File: src/rtl/ex_mem_stage_pkg.sv
// Shared constants and types for the LEGv8 EX/MEM pipeline register:
// datapath widths, B.cond condition codes and NZCV bit positions.
package ex_mem_stage_pkg;

  localparam int WORD    = 64;
  localparam int REGADDR = 5;

  // Bit positions inside the architectural flag vector {N,Z,C,V}.
  localparam int NZCV_N = 3;
  localparam int NZCV_Z = 2;
  localparam int NZCV_C = 1;
  localparam int NZCV_V = 0;

  typedef enum logic [3:0] {
    COND_EQ = 4'h0,
    COND_NE = 4'h1,
    COND_HS = 4'h2,
    COND_LO = 4'h3,
    COND_MI = 4'h4,
    COND_PL = 4'h5,
    COND_VS = 4'h6,
    COND_VC = 4'h7,
    COND_HI = 4'h8,
    COND_LS = 4'h9,
    COND_GE = 4'hA,
    COND_LT = 4'hB,
    COND_GT = 4'hC,
    COND_LE = 4'hD,
    COND_AL = 4'hE,
    COND_NV = 4'hF
  } cond_e;

  // MEM/WB control bundle carried alongside the instruction.
  typedef struct packed {
    logic mem_read;
    logic mem_write;
    logic reg_write;
    logic mem_to_reg;
  } ctl_t;

endpackage : ex_mem_stage_pkg

File: src/rtl/ex_mem_stage_if.sv
// EX-to-MEM bus: EX-stage inputs, pipeline controls and the registered MEM-stage outputs.
// Stall holds the stage, Flush (which wins over Stall) turns the captured slot into a bubble.
interface ex_mem_stage_if;
  import ex_mem_stage_pkg::*;

  logic                 Stall;
  logic                 Flush;
  logic                 ExValid;
  logic [WORD-1:0]      ALUOut;
  logic                 Zero;
  logic                 Negative;
  logic                 Overflow;
  logic                 Co;
  logic [WORD-1:0]      StoreData;
  logic [WORD-1:0]      BranchTarget;
  logic [REGADDR-1:0]   RdIn;
  logic                 FlagSet;
  logic                 CondBranch;
  logic                 UncondBranch;
  logic                 ZeroBranch;
  logic                 NZeroBranch;
  logic [3:0]           Cond;
  logic                 MemRead;
  logic                 MemWrite;
  logic                 RegWrite;
  logic                 MemtoReg;

  logic [WORD-1:0]      MemAddr;
  logic [WORD-1:0]      MemWData;
  logic [REGADDR-1:0]   MemRdOut;
  logic                 MemValid;
  logic                 MemReadOut;
  logic                 MemWriteOut;
  logic                 RegWriteOut;
  logic                 MemtoRegOut;
  logic                 PCSrc;
  logic [WORD-1:0]      BranchTargetOut;
  logic [3:0]           NZCV;

  // Upstream (execute stage / hazard unit) side.
  modport master (
    output Stall, Flush, ExValid, ALUOut, Zero, Negative, Overflow, Co,
           StoreData, BranchTarget, RdIn, FlagSet, CondBranch, UncondBranch,
           ZeroBranch, NZeroBranch, Cond, MemRead, MemWrite, RegWrite, MemtoReg,
    input  MemAddr, MemWData, MemRdOut, MemValid, MemReadOut, MemWriteOut,
           RegWriteOut, MemtoRegOut, PCSrc, BranchTargetOut, NZCV
  );

  // Pipeline-register side.
  modport slave (
    input  Stall, Flush, ExValid, ALUOut, Zero, Negative, Overflow, Co,
           StoreData, BranchTarget, RdIn, FlagSet, CondBranch, UncondBranch,
           ZeroBranch, NZeroBranch, Cond, MemRead, MemWrite, RegWrite, MemtoReg,
    output MemAddr, MemWData, MemRdOut, MemValid, MemReadOut, MemWriteOut,
           RegWriteOut, MemtoRegOut, PCSrc, BranchTargetOut, NZCV
  );

endinterface : ex_mem_stage_if

File: src/rtl/ex_mem_stage_cond_eval.sv
// Combinational B.cond evaluator: condition code plus {N,Z,C,V} to a taken/not-taken bit.
module ex_mem_stage_cond_eval
  import ex_mem_stage_pkg::*;
(
  input  logic [3:0] cond_i,
  input  logic [3:0] nzcv_i,
  output logic       cond_true_o
);

  logic n, z, c, v;

  assign n = nzcv_i[NZCV_N];
  assign z = nzcv_i[NZCV_Z];
  assign c = nzcv_i[NZCV_C];
  assign v = nzcv_i[NZCV_V];

  always_comb begin
    cond_true_o = 1'b0;
    unique case (cond_e'(cond_i))
      COND_EQ: cond_true_o = z;
      COND_NE: cond_true_o = ~z;
      COND_HS: cond_true_o = c;
      COND_LO: cond_true_o = ~c;
      COND_MI: cond_true_o = n;
      COND_PL: cond_true_o = ~n;
      COND_VS: cond_true_o = v;
      COND_VC: cond_true_o = ~v;
      COND_HI: cond_true_o = c & ~z;
      COND_LS: cond_true_o = ~(c & ~z);
      COND_GE: cond_true_o = (n == v);
      COND_LT: cond_true_o = (n != v);
      COND_GT: cond_true_o = ~z & (n == v);
      COND_LE: cond_true_o = ~(~z & (n == v));
      COND_AL: cond_true_o = 1'b1;
      COND_NV: cond_true_o = 1'b1;
      default: cond_true_o = 1'b1;
    endcase
  end

endmodule : ex_mem_stage_cond_eval

File: src/rtl/ex_mem_stage.sv
// LEGv8 EX/MEM pipeline register: captures ALU result, store data and MEM/WB control,
// owns the NZCV flag register and registers the resolved branch decision as PCSrc.
module ex_mem_stage
  import ex_mem_stage_pkg::*;
(
  input  logic           clk,
  input  logic           rst_n,
  ex_mem_stage_if.slave  bus
);

  logic [WORD-1:0]    addr_q,   addr_d;
  logic [WORD-1:0]    wdata_q,  wdata_d;
  logic [WORD-1:0]    target_q, target_d;
  logic [REGADDR-1:0] rd_q,     rd_d;
  logic               valid_q,  valid_d;
  logic               pcsrc_q,  pcsrc_d;
  ctl_t               ctl_q,    ctl_d;
  logic [3:0]         nzcv_q,   nzcv_d;

  logic cond_true;
  logic taken;
  logic capture;
  logic live;
  ctl_t ctl_in;

  // Branch condition uses the committed flags, so a FlagSet+CondBranch
  // instruction sees the previous flags rather than its own.
  ex_mem_stage_cond_eval u_cond_eval (
    .cond_i      (bus.Cond),
    .nzcv_i      (nzcv_q),
    .cond_true_o (cond_true)
  );

  assign taken = bus.UncondBranch
               | (bus.ZeroBranch  &  bus.Zero)
               | (bus.NZeroBranch & ~bus.Zero)
               | (bus.CondBranch  &  cond_true);

  assign ctl_in = '{mem_read:   bus.MemRead,
                    mem_write:  bus.MemWrite,
                    reg_write:  bus.RegWrite,
                    mem_to_reg: bus.MemtoReg};

  // Data fields load whenever the stage advances (even into a bubble);
  // control only survives when a real instruction advances.
  assign capture = bus.Flush | ~bus.Stall;
  assign live    = ~bus.Flush & ~bus.Stall & bus.ExValid;

  always_comb begin
    addr_d   = addr_q;
    wdata_d  = wdata_q;
    target_d = target_q;
    rd_d     = rd_q;
    valid_d  = valid_q;
    pcsrc_d  = pcsrc_q;
    ctl_d    = ctl_q;
    nzcv_d   = nzcv_q;

    if (capture) begin
      addr_d   = bus.ALUOut;
      wdata_d  = bus.StoreData;
      target_d = bus.BranchTarget;
      rd_d     = bus.RdIn;
      valid_d  = live;
      pcsrc_d  = live & taken;
      ctl_d    = live ? ctl_in : '0;
    end

    if (live && bus.FlagSet) begin
      nzcv_d[NZCV_N] = bus.Negative;
      nzcv_d[NZCV_Z] = bus.Zero;
      nzcv_d[NZCV_C] = bus.Co;
      nzcv_d[NZCV_V] = bus.Overflow;
    end
  end

  always_ff @(posedge clk or negedge rst_n) begin
    if (!rst_n) begin
      addr_q   <= '0;
      wdata_q  <= '0;
      target_q <= '0;
      rd_q     <= '0;
      valid_q  <= 1'b0;
      pcsrc_q  <= 1'b0;
      ctl_q    <= '0;
      nzcv_q   <= '0;
    end else begin
      addr_q   <= addr_d;
      wdata_q  <= wdata_d;
      target_q <= target_d;
      rd_q     <= rd_d;
      valid_q  <= valid_d;
      pcsrc_q  <= pcsrc_d;
      ctl_q    <= ctl_d;
      nzcv_q   <= nzcv_d;
    end
  end

  assign bus.MemAddr         = addr_q;
  assign bus.MemWData        = wdata_q;
  assign bus.MemRdOut        = rd_q;
  assign bus.MemValid        = valid_q;
  assign bus.MemReadOut      = ctl_q.mem_read;
  assign bus.MemWriteOut     = ctl_q.mem_write;
  assign bus.RegWriteOut     = ctl_q.reg_write;
  assign bus.MemtoRegOut     = ctl_q.mem_to_reg;
  assign bus.PCSrc           = pcsrc_q;
  assign bus.BranchTargetOut = target_q;
  assign bus.NZCV            = nzcv_q;

endmodule : ex_mem_stage

File: src/flat_wrapper.sv
// flat-port wrapper written by rule: the top's interface ports become plain ports
module ex_mem_stage_flat import ex_mem_stage_pkg::*;
  (clk, rst_n, bus_Stall, bus_Flush, bus_ExValid, bus_ALUOut, bus_Zero, bus_Negative, bus_Overflow, bus_Co, bus_StoreData, bus_BranchTarget, bus_RdIn, bus_FlagSet, bus_CondBranch, bus_UncondBranch, bus_ZeroBranch, bus_NZeroBranch, bus_Cond, bus_MemRead, bus_MemWrite, bus_RegWrite, bus_MemtoReg, bus_MemAddr, bus_MemWData, bus_MemRdOut, bus_MemValid, bus_MemReadOut, bus_MemWriteOut, bus_RegWriteOut, bus_MemtoRegOut, bus_PCSrc, bus_BranchTargetOut, bus_NZCV);
  ex_mem_stage_if bus_i ();
  input  logic clk;
  input  logic rst_n;
  input wire logic [$bits(bus_i.Stall)-1:0] bus_Stall;
  input wire logic [$bits(bus_i.Flush)-1:0] bus_Flush;
  input wire logic [$bits(bus_i.ExValid)-1:0] bus_ExValid;
  input wire logic [$bits(bus_i.ALUOut)-1:0] bus_ALUOut;
  input wire logic [$bits(bus_i.Zero)-1:0] bus_Zero;
  input wire logic [$bits(bus_i.Negative)-1:0] bus_Negative;
  input wire logic [$bits(bus_i.Overflow)-1:0] bus_Overflow;
  input wire logic [$bits(bus_i.Co)-1:0] bus_Co;
  input wire logic [$bits(bus_i.StoreData)-1:0] bus_StoreData;
  input wire logic [$bits(bus_i.BranchTarget)-1:0] bus_BranchTarget;
  input wire logic [$bits(bus_i.RdIn)-1:0] bus_RdIn;
  input wire logic [$bits(bus_i.FlagSet)-1:0] bus_FlagSet;
  input wire logic [$bits(bus_i.CondBranch)-1:0] bus_CondBranch;
  input wire logic [$bits(bus_i.UncondBranch)-1:0] bus_UncondBranch;
  input wire logic [$bits(bus_i.ZeroBranch)-1:0] bus_ZeroBranch;
  input wire logic [$bits(bus_i.NZeroBranch)-1:0] bus_NZeroBranch;
  input wire logic [$bits(bus_i.Cond)-1:0] bus_Cond;
  input wire logic [$bits(bus_i.MemRead)-1:0] bus_MemRead;
  input wire logic [$bits(bus_i.MemWrite)-1:0] bus_MemWrite;
  input wire logic [$bits(bus_i.RegWrite)-1:0] bus_RegWrite;
  input wire logic [$bits(bus_i.MemtoReg)-1:0] bus_MemtoReg;
  output wire logic [$bits(bus_i.MemAddr)-1:0] bus_MemAddr;
  output wire logic [$bits(bus_i.MemWData)-1:0] bus_MemWData;
  output wire logic [$bits(bus_i.MemRdOut)-1:0] bus_MemRdOut;
  output wire logic [$bits(bus_i.MemValid)-1:0] bus_MemValid;
  output wire logic [$bits(bus_i.MemReadOut)-1:0] bus_MemReadOut;
  output wire logic [$bits(bus_i.MemWriteOut)-1:0] bus_MemWriteOut;
  output wire logic [$bits(bus_i.RegWriteOut)-1:0] bus_RegWriteOut;
  output wire logic [$bits(bus_i.MemtoRegOut)-1:0] bus_MemtoRegOut;
  output wire logic [$bits(bus_i.PCSrc)-1:0] bus_PCSrc;
  output wire logic [$bits(bus_i.BranchTargetOut)-1:0] bus_BranchTargetOut;
  output wire logic [$bits(bus_i.NZCV)-1:0] bus_NZCV;
  assign bus_i.Stall = bus_Stall;
  assign bus_i.Flush = bus_Flush;
  assign bus_i.ExValid = bus_ExValid;
  assign bus_i.ALUOut = bus_ALUOut;
  assign bus_i.Zero = bus_Zero;
  assign bus_i.Negative = bus_Negative;
  assign bus_i.Overflow = bus_Overflow;
  assign bus_i.Co = bus_Co;
  assign bus_i.StoreData = bus_StoreData;
  assign bus_i.BranchTarget = bus_BranchTarget;
  assign bus_i.RdIn = bus_RdIn;
  assign bus_i.FlagSet = bus_FlagSet;
  assign bus_i.CondBranch = bus_CondBranch;
  assign bus_i.UncondBranch = bus_UncondBranch;
  assign bus_i.ZeroBranch = bus_ZeroBranch;
  assign bus_i.NZeroBranch = bus_NZeroBranch;
  assign bus_i.Cond = bus_Cond;
  assign bus_i.MemRead = bus_MemRead;
  assign bus_i.MemWrite = bus_MemWrite;
  assign bus_i.RegWrite = bus_RegWrite;
  assign bus_i.MemtoReg = bus_MemtoReg;
  assign bus_MemAddr = bus_i.MemAddr;
  assign bus_MemWData = bus_i.MemWData;
  assign bus_MemRdOut = bus_i.MemRdOut;
  assign bus_MemValid = bus_i.MemValid;
  assign bus_MemReadOut = bus_i.MemReadOut;
  assign bus_MemWriteOut = bus_i.MemWriteOut;
  assign bus_RegWriteOut = bus_i.RegWriteOut;
  assign bus_MemtoRegOut = bus_i.MemtoRegOut;
  assign bus_PCSrc = bus_i.PCSrc;
  assign bus_BranchTargetOut = bus_i.BranchTargetOut;
  assign bus_NZCV = bus_i.NZCV;
  ex_mem_stage u_core (.clk(clk), .rst_n(rst_n), .bus(bus_i));
endmodule
File: config.mk
export PLATFORM = sky130hd
export DESIGN_NAME = ex_mem_stage_flat
export DESIGN_NICKNAME = d
export VERILOG_FILES = /design/src/rtl/ex_mem_stage_pkg.sv /design/src/rtl/ex_mem_stage_if.sv /design/src/rtl/ex_mem_stage_cond_eval.sv /design/src/rtl/ex_mem_stage.sv /design/src/flat_wrapper.sv
export SDC_FILE = /design/constraint.sdc
export NUM_CORES = 1
export LEC_CHECK = 0
export CAP_MARGIN = 20
export CORE_AREA = 3 3 163 165
export CTS_BUF_LIST = sky130_fd_sc_hd__clkbuf_8
export DETAILED_ROUTE_END_ITERATION = 6
export DIE_AREA = 0 0 166 168
export HOLD_SLACK_MARGIN = 0.06
export PLACE_DENSITY = 0.67
export SKIP_LAST_GASP = 1
export SLEW_MARGIN = 0
export SYNTH_ARGS = -nofsm -noshare
export SYNTH_HDL_FRONTEND = slang
export SYNTH_SLANG_ARGS = --single-unit
File: constraint.sdc
create_clock -name clk -period 1.7 [get_ports clk]
set_input_delay 0.34 -clock clk [delete_from_list [all_inputs] [get_ports clk]]
set_output_delay 0.34 -clock clk [all_outputs]
set_load 0.02 [all_outputs]
==> run_results.csv <==
group,metric,value,unit
placed_design,place_congestion,0.8844,
routing,post_drt_wl_per_cell,15.63,um
timing,tightest_slew,520.0,ps
synth,ys_seq_area_share,65.16,%
clock_network,cts_sinks,207,
critical_path,reg2reg_to,"u_core.bus.PCSrc",
critical_path,start_kind,"register",
critical_path,critical_path_required,1360,ps
placed_design,detailed_place_hpwl,20790,um
timing,rsz0062_at_grt,"no",
timing,hold_viol_final,0,
hold_path,worstHoldPathCells,3,
clock_network,cts-htree-levels,2,
global_route,grt_pass1_wl,42210,um
job,drv_cap,0,
synth,synthAdderAreaFrac,0,%
floorplanning,fp.coreArea,25180,sq um
finish,syn2layout_area_growth,71.40,%
placed_design,numPortBuffers,425,
synth,synth_top_cells_by_area,"dfrtp_1, nand2_1, buf_2, mux2_2, a22o_1",
critical_path,critPathArrivalTime,1300,ps
hold_path,hp-class,"input port to register",
pwr,vdd_drop_max,0.5495,mV
critical_path,endpoint_kind,"primary output",
global_route,grt.total_usage,18.74,%
clock_network,clk_path_buf_depth,3,
timing,whs,341.2,ps
synth,syn_area,7950,sq um
global_route,overflow,0,
synth,synth_top_family_by_area,"simple AND/OR/NAND/NOR gates",
finish,nFillCells,2372,
critical_path,rrSetupSlack,290,ps
critical_path,critical_path_class,"register to primary output",
timing,period_minus_slack,1639,ps
synth,syn_inst,889,
critical_path,critical_path.cell_chain,"clkdlybuf4s15_1",
synth,yosys_register_bits,207,
routing,first_pass_iters,5,
placed_design,place_area,13130,sq um
synth,synthSimpleGateAreaFrac,29.12,%
global_route,grt_max_degree,53,
critical_path,max_stage_delay,430,ps
clock_network,clockRootBuffer,"clkbuf_8",
synth,synthXorXnorAreaFrac,0.1102,%
routing,drc,0,
clock_network,cts_tree,"done",
routing,vias,7522,
timing,drv_slew,0,
status,status,"finished clean",
floorplanning,initial_core_util,31.57,%
synth,synth_cell_types,29,
finish,num-nets-final,1588,
synth,synth_warnings,0,
synth,synth_mux_area_share,0.8184,%
routing,ant_nets,0,
timing,max_freq,610.2,MHz
synth,synth_top_area_share,65.16,%
global_route,antenna_found_initial,0,
critical_path,reg2reg_from,"u_core.bus.NZCV[3]",
timing,skew,0.5103,ps
hold_path,hold_path_startpoint,"bus_StoreData[4]",
floorplanning,row_count,58,
finish,stdcell_count,1726,
routing,drt_iter0_drc,371,
placed_design,placedCellCount,1657,
critical_path,reg2regPathDepth,5,
synth,yosysTopAreaCell,"dfrtp_1",
routing,vias_per_cell,4.358,
floorplanning,dieArea,27890,sq um
finish,antennaDiodeCount,0,
critical_path,crit_end,"bus_NZCV[2]",
clock_network,cts_setup_buffers,0,
finish,drive_gt1_share,8.739,%
pwr,power.density,938.3,nW/um^2
clock_network,numCtsBuffers,39,
floorplanning,die_y,168,um
clock_network,clk_latency,510,ps
clock_network,path_clk_slew,60,ps
timing,maxSlewHeadroom,65.34,%
synth,avgSynthCellArea,8.943,sq um
timing,setup_viol,0,
global_route,grt_pass1_vias,7666,
critical_path,critical-path-top-delay-family,"flip-flops",
critical_path,cp-startpoint,"u_core.bus.NZCV[2]",
pwr,p_leak,7.177,nW
critical_path,critPathBufInv,1,
critical_path,worst-path-stages,1,
floorplanning,boundaryPins,426,
floorplanning,chipWidth,166,um
routing,drt_wl_total,26970,um
critical_path,slowest_stage,"dfrtp_1",
synth,synth_fp_nets,1108,
critical_path,cp_max_fo,6,
timing,period_share,96.40,%
synth,synth_compound_area_share,1.684,%
finish,design_area,13630,sq um
what timing repair did:
action,4_1_cts,5_1_grt
resized for setup,208,2
hold buffers,1,0
hold endpoints to repair,42,0
setup endpoints to repair,207,1
layout make-up:
class                      count  area [sq um]  share of cell area (%)
tap                          330         412.9                   3.030
sequential                   207          5180                   38.01
clock inverter                23         126.4                  0.9274
multi-input combinational    631          2537                   18.62
timing repair buffer         487          4740                   34.78
clock buffer                  45         619.3                   4.545
inverter                       3         11.26                 0.08264
routing by layer:
metal	vias up	global-route usage, %	wire length [um]
met3	53	5.541	2203
li1	3677	-	-
met1	3487	21.79	10420
met4	0	6.980	872
met5	-	0	0
met2	305	32.91	13470
logic make-up (layout without fill, tap and decap cells):
kind of cell	after synthesis	count (layout)
simple gates	605	605
xor+xnor	1	1
compound gates	19	19
mux	6	6
buf+inv	51	558
flops	207	207
worst min-delay path by stage:
| stage | end | slack (ps) |
|---|---|---|
| 2_1_floorplan | u_core.bus.BranchTargetOut[0] | 40 |
| 3_3_place_gp | u_core.bus.MemAddr[30] | 370 |
| 5_1_grt | u_core.bus.MemAddr[61] | 310 |
| 6_report | u_core.bus.MemWData[4] | 340 |
| 4_1_cts | u_core.bus.MemAddr[27] | 310 |
| 3_5_place_dp | u_core.bus.MemAddr[30] | 370 |
cell usage in the layout, fill, tap and decap left out, types with 2 or more instances in the layout:
| master | instances |
|---|---|
| buf_4 | 39 |
| nor3b_1 | 2 |
| clkinv_2 | 2 |
| buf_12 | 22 |
| inv_1 | 20 |
| a22o_1 | 4 |
| dfrtp_1 | 207 |
| a21oi_1 | 3 |
| clkinvlp_4 | 3 |
| dlygate4sd2_1 | 205 |
| mux2_2 | 4 |
| clkdlybuf4s50_1 | 217 |
| clkbuf_8 | 46 |
| o21ai_0 | 3 |
| nand2_1 | 595 |
| mux2i_1 | 2 |
report_power, final:
| group | internal, W | switching [W] |
|---|---|---|
| Combinational | 0.00122 | 0.00139 |
| Clock | 0.00256 | 0.00204 |
| Sequential | 0.00535 | 0.000230 |
synth_stat cells:
| cell type | n |
|---|---|
| nand2_1 | 595 |
| dfrtp_1 | 207 |
| buf_2 | 39 |
| clkbuf_1 | 8 |
| a22o_1 | 4 |
| mux2_2 | 4 |
| a21oi_1 | 3 |
| inv_1 | 3 |
| o21ai_0 | 3 |
| mux2i_1 | 2 |
| nand2b_1 | 2 |
| nor3b_1 | 2 |
| a211o_1 | 1 |
| a21o_1 | 1 |
| a311oi_1 | 1 |
| a31oi_1 | 1 |
| and2_0 | 1 |
| buf_6 | 1 |
| nor2_1 | 1 |
| nor2b_1 | 1 |
| nor3b_2 | 1 |
| nor3b_4 | 1 |
| o211ai_1 | 1 |
| o21ai_1 | 1 |
| o21bai_1 | 1 |
| o2bb2ai_1 | 1 |
| o311ai_1 | 1 |
| or3_1 | 1 |
| xor2_1 | 1 |
metrics by stage:
step           total power [W]  TNS [ps]  utilization (%)  worst slack (ps)
2_1_floorplan         0.006743         0                -             354.9
3_3_place_gp          0.008575     -7372            52.15            -128.0
3_5_place_dp          0.008622    -16010            52.15            -215.4
4_1_cts                0.01299    -27.64            54.13            -27.64
5_1_grt                0.01344         0            54.11             2.745
6_report               0.01279         0            54.11             61.27
state kept, by name (all words and copies together) (netlist names):
signal,flops
u_core.bus.MemWriteOut,1
u_core.bus.MemtoRegOut,1
u_core.bus.MemValid,1
u_core.bus.RegWriteOut,1
u_core.bus.PCSrc,1
u_core.bus.NZCV,4
u_core.bus.MemRdOut,5
u_core.bus.MemReadOut,1
u_core.bus.BranchTargetOut,64
u_core.bus.MemAddr,64
u_core.bus.MemWData,64
Power figures use the tool's default switching activity.
